--- src/rtl/dp_ram_be_if.sv ---
// Port bundle for dp_ram_be: write port, read port and bulk-clear control.
// master drives requests, slave is the RAM.
interface dp_ram_be_if #(
    parameter int DATA_W = 32,
    parameter int ADDR_W = 6
);
    localparam int NBYTES = DATA_W / 8;

    logic              clr;
    logic              busy;
    logic              w_en;
    logic [NBYTES-1:0] w_be;
    logic [ADDR_W-1:0] w_addr;
    logic [DATA_W-1:0] data_in;
    logic              r_en;
    logic [ADDR_W-1:0] r_addr;
    logic [DATA_W-1:0] data_out;
    logic              r_valid;

    modport master (
        output clr, w_en, w_be, w_addr, data_in, r_en, r_addr,
        input  busy, data_out, r_valid
    );

    modport slave (
        input  clr, w_en, w_be, w_addr, data_in, r_en, r_addr,
        output busy, data_out, r_valid
    );
endinterface

--- src/rtl/dp_ram_be.sv ---
// Dual-port RAM with byte enables, read latency USE_RAM+OUT_REG and a bulk-clear engine.
// Optional write-first forwarding when DP_RAM_BE_BYPASS_EN is defined; read-first otherwise.
module dp_ram_be #(
    parameter int DATA_W  = 32,
    parameter int ADDR_W  = 6,
    parameter int USE_RAM = 1,
    parameter int OUT_REG = 0
) (
    input  logic        clk,
    input  logic        rst_n,
    dp_ram_be_if.slave  bus
);
    localparam int NBYTES = DATA_W / 8;
    localparam int DEPTH  = 2 ** ADDR_W;
    localparam logic [ADDR_W:0] LAST = {1'b0, {ADDR_W{1'b1}}};
    localparam logic [ADDR_W:0] ONE  = {{ADDR_W{1'b0}}, 1'b1};

    typedef enum logic {IDLE, CLEAR} state_t;

    state_t            state_q, state_d;
    logic [ADDR_W:0]   cnt_q, cnt_d;
    logic [DATA_W-1:0] mem [DEPTH];

    logic              accept;
    logic              wr_acc;
    logic              vld_p0, vld_p1, vld_p2;
    logic [DATA_W-1:0] old_word;
    logic [DATA_W-1:0] rd_p0, rd_p1, rd_p2;

    function automatic logic [DATA_W-1:0] merge_bytes(
        input logic [DATA_W-1:0] old_w,
        input logic [DATA_W-1:0] new_w,
        input logic [NBYTES-1:0] be
    );
        logic [DATA_W-1:0] res;
        for (int i = 0; i < NBYTES; i++)
            res[8*i +: 8] = be[i] ? new_w[8*i +: 8] : old_w[8*i +: 8];
        return res;
    endfunction

    always_ff @(posedge clk or negedge rst_n) begin
        if (!rst_n) begin
            state_q <= IDLE;
            cnt_q   <= '0;
        end else begin
            state_q <= state_d;
            cnt_q   <= cnt_d;
        end
    end

    always_comb begin
        state_d = state_q;
        cnt_d   = cnt_q;
        case (state_q)
            IDLE: begin
                if (bus.clr) begin
                    state_d = CLEAR;
                    cnt_d   = '0;
                end
            end
            CLEAR: begin
                if (cnt_q == LAST) begin
                    state_d = IDLE;
                    cnt_d   = '0;
                end else begin
                    cnt_d = cnt_q + ONE;
                end
            end
            default: state_d = IDLE;
        endcase
    end

    // Port traffic is only honoured when the clear engine is idle and not being started.
    assign bus.busy = (state_q == CLEAR);
    assign accept   = (state_q == IDLE) && !bus.clr;
    assign wr_acc   = accept && bus.w_en;
    assign vld_p0   = accept && bus.r_en;
    assign old_word = mem[bus.r_addr];

`ifdef DP_RAM_BE_BYPASS_EN
    assign rd_p0 = (wr_acc && (bus.w_addr == bus.r_addr))
                 ? merge_bytes(old_word, bus.data_in, bus.w_be) : old_word;
`else
    assign rd_p0 = old_word;
`endif

    always_ff @(posedge clk) begin
        if (state_q == CLEAR) begin
            mem[cnt_q[ADDR_W-1:0]] <= '0;
        end else if (wr_acc) begin
            for (int i = 0; i < NBYTES; i++)
                if (bus.w_be[i]) mem[bus.w_addr][8*i +: 8] <= bus.data_in[8*i +: 8];
        end
    end

    // ---- stage p0 -> p1: synchronous RAM read register ----
    if (USE_RAM != 0) begin : g_p1
        logic [DATA_W-1:0] rd_p1_q;
        logic              vld_p1_q;
        always_ff @(posedge clk or negedge rst_n) begin
            if (!rst_n) begin
                rd_p1_q  <= '0;
                vld_p1_q <= 1'b0;
            end else begin
                vld_p1_q <= vld_p0;
                if (vld_p0) rd_p1_q <= rd_p0;
            end
        end
        assign rd_p1  = rd_p1_q;
        assign vld_p1 = vld_p1_q;
    end else begin : g_p1_comb
        assign rd_p1  = rd_p0;
        assign vld_p1 = vld_p0;
    end

    // ---- stage p1 -> p2: optional output register ----
    if (OUT_REG != 0) begin : g_p2
        logic [DATA_W-1:0] rd_p2_q;
        logic              vld_p2_q;
        always_ff @(posedge clk or negedge rst_n) begin
            if (!rst_n) begin
                rd_p2_q  <= '0;
                vld_p2_q <= 1'b0;
            end else begin
                vld_p2_q <= vld_p1;
                if (vld_p1) rd_p2_q <= rd_p1;
            end
        end
        assign rd_p2  = rd_p2_q;
        assign vld_p2 = vld_p2_q;
    end else begin : g_p2_comb
        assign rd_p2  = rd_p1;
        assign vld_p2 = vld_p1;
    end

    assign bus.data_out = rd_p2;
    assign bus.r_valid  = vld_p2;
endmodule

--- src/flat_wrapper.sv ---
// flat-port wrapper written by rule: the top's interface ports become plain ports
module dp_ram_be_flat 
#(
    parameter int DATA_W  = 32,
    parameter int ADDR_W  = 6,
    parameter int USE_RAM = 1,
    parameter int OUT_REG = 0
)
  (clk, rst_n, bus_clr, bus_w_en, bus_w_be, bus_w_addr, bus_data_in, bus_r_en, bus_r_addr, bus_busy, bus_data_out, bus_r_valid);
  dp_ram_be_if #(.DATA_W(DATA_W), .ADDR_W(ADDR_W)) bus_i ();
  input  logic clk;
  input  logic rst_n;
  input wire logic [$bits(bus_i.clr)-1:0] bus_clr;
  input wire logic [$bits(bus_i.w_en)-1:0] bus_w_en;
  input wire logic [$bits(bus_i.w_be)-1:0] bus_w_be;
  input wire logic [$bits(bus_i.w_addr)-1:0] bus_w_addr;
  input wire logic [$bits(bus_i.data_in)-1:0] bus_data_in;
  input wire logic [$bits(bus_i.r_en)-1:0] bus_r_en;
  input wire logic [$bits(bus_i.r_addr)-1:0] bus_r_addr;
  output wire logic [$bits(bus_i.busy)-1:0] bus_busy;
  output wire logic [$bits(bus_i.data_out)-1:0] bus_data_out;
  output wire logic [$bits(bus_i.r_valid)-1:0] bus_r_valid;
  assign bus_i.clr = bus_clr;
  assign bus_i.w_en = bus_w_en;
  assign bus_i.w_be = bus_w_be;
  assign bus_i.w_addr = bus_w_addr;
  assign bus_i.data_in = bus_data_in;
  assign bus_i.r_en = bus_r_en;
  assign bus_i.r_addr = bus_r_addr;
  assign bus_busy = bus_i.busy;
  assign bus_data_out = bus_i.data_out;
  assign bus_r_valid = bus_i.r_valid;
  dp_ram_be #(.DATA_W(DATA_W), .ADDR_W(ADDR_W), .USE_RAM(USE_RAM), .OUT_REG(OUT_REG)) u_core (.clk(clk), .rst_n(rst_n), .bus(bus_i));
endmodule
--- config.mk ---
export PLATFORM = sky130hd
export DESIGN_NAME = dp_ram_be_flat
export DESIGN_NICKNAME = d
export VERILOG_FILES = /design/src/rtl/dp_ram_be_if.sv /design/src/rtl/dp_ram_be.sv /design/src/flat_wrapper.sv
export SDC_FILE = /design/constraint.sdc
export NUM_CORES = 2
export LEC_CHECK = 0
export BUFFER_PORTS_ARGS = -buffer_cell sky130_fd_sc_hd__buf_2
export CAP_MARGIN = 25
export CELL_PAD_IN_SITES_DETAIL_PLACEMENT = 0
export CELL_PAD_IN_SITES_GLOBAL_PLACEMENT = 1
export CORE_MARGIN = 5
export CORE_UTILIZATION = 30
export CTS_CLUSTER_SIZE = 25
export DETAILED_ROUTE_END_ITERATION = 8
export PLACE_DENSITY_LB_ADDON = 0.1
export SETUP_SLACK_MARGIN = 0.05
export SYNTH_ARGS = -nofsm -noshare
export SYNTH_HDL_FRONTEND = slang
export SYNTH_SLANG_ARGS = --single-unit
--- constraint.sdc ---
create_clock -name clk -period 4.2 [get_ports clk]
set_input_delay 0.42 -clock clk [delete_from_list [all_inputs] [get_ports clk]]
set_output_delay 0.42 -clock clk [all_outputs]
set_load 0.01 [all_outputs]
Word-level counts from Yosys, hierarchy flattened
Memories as Yosys holds them, arrays and structs flattened. A register that Yosys moved wholly into a read port is not among the register bits.
Cells that the tools add are included.
{"block": "word_totals", "reg_bits": 9, "latch_bits": 0, "mem_bits_rw": 2048, "romBits": 0, "output_inout_bits": 34, "wordCells": 41, "n_memories": 1}
{"name": "u_core.mem", "depth": 64, "width": 32, "read_ports": 1, "rd_ports_with_merged_regs": 1, "wr": 1, "line": "dp_ram_be.sv:22", "rtl": "logic [DATA_W-1:0] mem [DEPTH];"}
{"block": "classes", "n_addsub": 1, "multipliers": 0, "n_div": 0, "n_lt_le_gt_ge": 0, "n_eq_ne": 2, "shift": 0, "muxes": 27, "bitwise_logic": 1, "reduce_logical": 6}
{"cell": "$mux 32", "n": 1}
{"cell": "$reduce_or 32->1", "n": 1}
{"cell": "$mux 1", "n": 20}
{"cell": "$mux 7", "n": 2}
{"cell": "$pmux 7 s2", "n": 1}
{"cell": "$add 7x1->7 const B", "n": 1}
{"cell": "$eq 7x6->1 const B", "n": 1}
{"cell": "$mux 6", "n": 1}
{"cell": "$mux 4", "n": 1}
{"cell": "$logic_and 1x1->1", "n": 3}
{"cell": "$logic_not 1->1", "n": 2}
{"cell": "$ne 2x2->1 const B", "n": 1}
{"cell": "$pmux 1 s2", "n": 1}
{"cell": "$not 1->1", "n": 1}

Longest topological paths before layout
{"block": "logic_depth", "depth_word": 8, "ltp_mapped": 9, "mapped_depth_nobuf": 6}

Worst setup path before layout
Ideal clock, no wire load.
{"block": "synth_timing", "kind": "flip-flop to flip-flop", "startpoint": "register u_core.state_q, in the netlist u_core.bus.busy", "endpoint": "memory u_core.mem[0][10], data pin", "setup_time_ns": 0.367, "t_arrival_ns": 2.595, "t_required_ns": 3.833, "path_slack_ns": 1.237, "stages_incl_launch_ff": 9, "n_path_buf": 5, "period_less_slack_ns": 2.963, "cell_sequence": "dfrtp_1 > clkbuf_1 > nor2_2 > and3_1 > buf_6 > buf_6 > buf_6 > clkbuf_1 > and2_1"}
{"block": "synth_via", "elab_chain_cells": 8, "word_cells_on_any_way": 17, "classes_between": "13 x mux; 1 x bitwise; 3 x reduce/logical"}
{"item": "start, declared", "line": "dp_ram_be.sv:20", "rtl": "state_t state_q, state_d;"}
{"item": "start signal, assigned", "line": "dp_ram_be.sv:46", "rtl": "state_q <= state_d;"}
{"item": "$not 1->1", "line": "dp_ram_be.sv:75", "rtl": "assign accept = (state_q == IDLE) && !bus.clr;"}
{"item": "$logic_and 1x1->1", "line": "dp_ram_be.sv:75"}
{"item": "$logic_and 1x1->1", "line": "dp_ram_be.sv:76", "rtl": "assign wr_acc = accept && bus.w_en;"}
{"item": "$mux 1", "line": "dp_ram_be.sv:90", "rtl": "end else if (wr_acc) begin"}
{"item": "$mux 1", "line": "dp_ram_be.sv:88", "rtl": "if (state_q == CLEAR) begin"}
{"item": "$mux 1 (not written as such)", "line": "dp_ram_be.sv:92", "rtl": "if (bus.w_be[i]) mem[bus.w_addr][8*i +: 8] <= bus.data_in[8*i +: 8];"}
{"item": "$reduce_or 32->1 (no source line) (*)"}
{"item": "$mux 32 (no source line) (*)"}
{"item": "end, declared", "line": "dp_ram_be.sv:22"}
Every way passes the cells marked *; elsewhere a longest branch is shown, timed or not.

Worst setup path after layout
{"block": "layout_timing", "startpoint": "register u_core.state_q, in the netlist u_core.bus.busy", "endpoint": "memory u_core.mem[23][13], enable pin"}
{"block": "layout_via", "elab_chain_cells": 8, "word_cells_on_any_way": 20, "classes_between": "16 x mux; 1 x bitwise; 3 x reduce/logical"}
{"item": "$not 1->1", "line": "dp_ram_be.sv:75"}
{"item": "$logic_and 1x1->1", "line": "dp_ram_be.sv:75"}
{"item": "$logic_and 1x1->1", "line": "dp_ram_be.sv:76"}
{"item": "$mux 1", "line": "dp_ram_be.sv:90"}
{"item": "$mux 1", "line": "dp_ram_be.sv:88"}
{"item": "$mux 1 (not written as such)", "line": "dp_ram_be.sv:92"}
{"item": "$reduce_or 32->1 (no source line)"}
{"item": "$mux 6 (no source line) / $mux 4 (equally long branches)"}
Parallel ways exist; a longest one is shown, timed or not.

==> flow_summary.yaml <==
setup_path:
  crit_chain: "nor2_2 > and3_4 > nor2b_1 > a41oi_4 > buf_4 > nor3_1 > buf_4"
  worstRegToRegCells: 7
  cpPeakStageDelay_ns: 0.72
  required_ns: 4.77
  worstSetupEndpointType: "flip-flop"
  critical_path_class: "reg2reg"
  cp_slowest_cell: "a41oi_4"
  start_kind: "flip-flop"
  cp_max_fo: 21
  crit_arrival_ns: 3.77
  cp_common_cell: "buf_4"
placed_design:
  dp_hpwl_mm: 153.7
  post_dp_cell_area_sq_um: 88740
  place_congestion: 0.7515
  port_buffers: 86
cts:
  clockBufferDepth: 3
  htree_levels: 4
  clock-root-buffer: "clkbuf_16"
  cts_hold_buf: 2
  cts_tree: "built"
  cts_resized: 0
  clk_pin_slew_ns: 0.06
  clock_latency_ns: 0.83
  cts_sinks: 2089
  cts_buffers: 226
  post-cts-setup-buffers: 0
run:
  max-cap-violations: 0
yosys:
  yosysMostFrequentCell: "edfxtp_1"
  yosys.area.top_type: "edfxtp_1"
  synth_edf_count: 2048
  synth_fp_nets: 4200
  ys_warn_count: 0
  syn_avg_cell_area_sq_um: 19.54
  seq_area_frac_synth: 0.7718
  synthesis.instances: 4146
  synth-seq-cells: 2089
  yosys-top-cells-area: "edfxtp_1 76%, mux4_2 8.0%, mux2i_1 5.6%, a22oi_1 1.8%, dfrtp_1 1.3%"
  dominantRegCellSynth: "edfxtp_1"
  synthTopCellsByCount: "2048 x edfxtp_1, 453 x mux2i_1, 288 x mux4_2"
  synth.distinct_cells: 50
  async_flop_share: 0.01963
  netlist_area_sq_um: 81010
  synth.top_cell.area_share: 0.7591
power:
  ir_drop_uv: 419.2
  p_per_area_nw_per_um2: 503.2
  p_leak_nw: 32.26
  total_power_w: 0.04830
sta:
  max-slew-margin-rel: 0.3490
  tns_ns: 0
  max_freq_mhz: 311.7
  fin_crit_ns: 3.208
  finalCritPeriodShare: 0.7638
  setup_viol: 0
  tightestPinTransition_ns: 0.9728
  rsz0062_at_grt: "no"
  slew_violations: 0
  hold_violations: 0
  fin_skew_ns: 0.02828
cells_and_area:
  fillCellCount: 24910
  area_growth_pct: 18.49
  layout.nets: 4659
  drive_gt1_frac: 0.2530
  fin_area_sq_um: 95990
grt:
  grt_pass1_wl_mm: 344.8
  grt_pass1_vias: 43110
  overflow: 0
  grt_antenna_before_repair: 16
  grt_usage: 0.1736
  grt_max_degree: 79
detailed_routing:
  via_per_inst: 4.898
  routedWlPerCell_um: 29.51
  first_iter_violations: 3252
  drc_errors: 0
  drt.antenna.violating_nets: 0
  firstDrtPassIters: 5
  finalWirelength_mm: 246.7
  vias: 40950
floorplan:
  dieArea_sq_um: 280500
  rows: 190
  core_area_sq_um: 268400
  die_w_um: 529.7
  die_h_um: 529.7
  start_util: 0.3018
  io_pins: 87
run_status:
  run_status: "complete, no violations"
min_path:
  hp-class: "in2reg"
  min_path_cells: 2
power by group:
group	internal, W	total, W	switching [W]
clock network	0.0113	0.0195	0.00814
logic	0.00155	0.00467	0.00312
registers	0.0237	0.0242	0.000422
cells by family after synthesis:
logic type               count (synthesis)  synth area share
buffers and inverters                  288           0.01571
AO/OA/AOI/OAI                          504           0.04426
flip-flops                            2089            0.7718
adder cells (fa/ha/maj)                  1         0.0001544
multiplexers                           749            0.1376
AND/OR/NAND/NOR                        515           0.03044
path summary, 6_finish.rpt:
path                                                           from                             endpoint  slack, ns
worst max-delay path                      u_core.bus.busy$_DFF_PN0_         u_core.mem[23][13]$_DFFE_PP_       0.99
worst min-delay path                                 bus_data_in[3]          u_core.mem[61][3]$_DFFE_PP_       0.13
worst max register to register            u_core.bus.busy$_DFF_PN0_         u_core.mem[23][13]$_DFFE_PP_       0.99
worst min register to register  u_core.bus.data_out[30]$_DFFE_PN0P_  u_core.bus.data_out[30]$_DFFE_PN0P_       0.49
max in group asynchronous                                     rst_n  u_core.bus.data_out[27]$_DFFE_PN0P_       2.87
min in group asynchronous                                     rst_n  u_core.bus.data_out[12]$_DFFE_PN0P_       0.25
sequential cells by signal, indices dropped and copies added (netlist names):
signal,flops
u_core.mem,2048
u_core.bus.data_out,32
u_core.cnt_q,7
u_core.bus.r_valid,1
u_core.bus.busy,1
per-stage QoR:
stage	instances	hold slack [ns]	utilization	worst slack [ns]
after floorplan	4146	0.1244	-	1.237
after global placement	7920	0.4741	0.3302	0.2951
after detailed placement	7927	0.4859	0.3306	0.3306
after CTS	8350	0.07904	0.3576	0.9273
after global routing	8353	0.08938	0.3576	0.8742
final	8360	0.1343	0.3577	0.9920
cells in the final DEF, fill, tap and decap left out, drive strengths merged, types with 10 or more instances in the layout:
master and count:
nor3 78, and2 33, nor2 191, mux4 288, nand3 69, o22ai 96
bufinv 18, nand2 62, clkinv 99, o211ai 32, buf 512, diode 10
mux2i 458, dfrtp 41, a22o 32, a22oi 192, nor4 32, a21oi 38
edfxtp 2048, clkbuf 294, or2 15, a211o 32, a31oi 64
per-layer routing:
metal	GRT usage	vias up	part of all wire
met4	0.03363	0	0.018
li1	-	18010	-
met1	0.2409	21860	0.45
met2	0.2917	833	0.49
met3	0.02627	248	0.041
met5	0	-	0
worst max-delay path, delay by kind of cell, from the launching register on:
family                 cells  cell delay (ns)
AOI/OAI and AO/OA          1             0.72
buffers and inverters      2             0.83
DFF                        1             0.40
and+or+nand+nor            4             0.96
area by class of cell:
| type | count | area [sq um] | area share |
|---|---|---|---|
| Antenna cell | 10 | 25.02 | 0.0002607 |
| Clock buffer | 293 | 6148 | 0.06405 |
| Clock inverter | 128 | 1059 | 0.01103 |
| Inverter | 4 | 15.01 | 0.0001564 |
| Multi-Input combinational cell | 1769 | 17500 | 0.1823 |
| Sequential cell | 2089 | 62530 | 0.6514 |
| Tap cell | 3552 | 4444 | 0.04630 |
| Timing Repair Buffer | 515 | 4274 | 0.04453 |
Note: power is estimated with default switching activity, not from simulation.
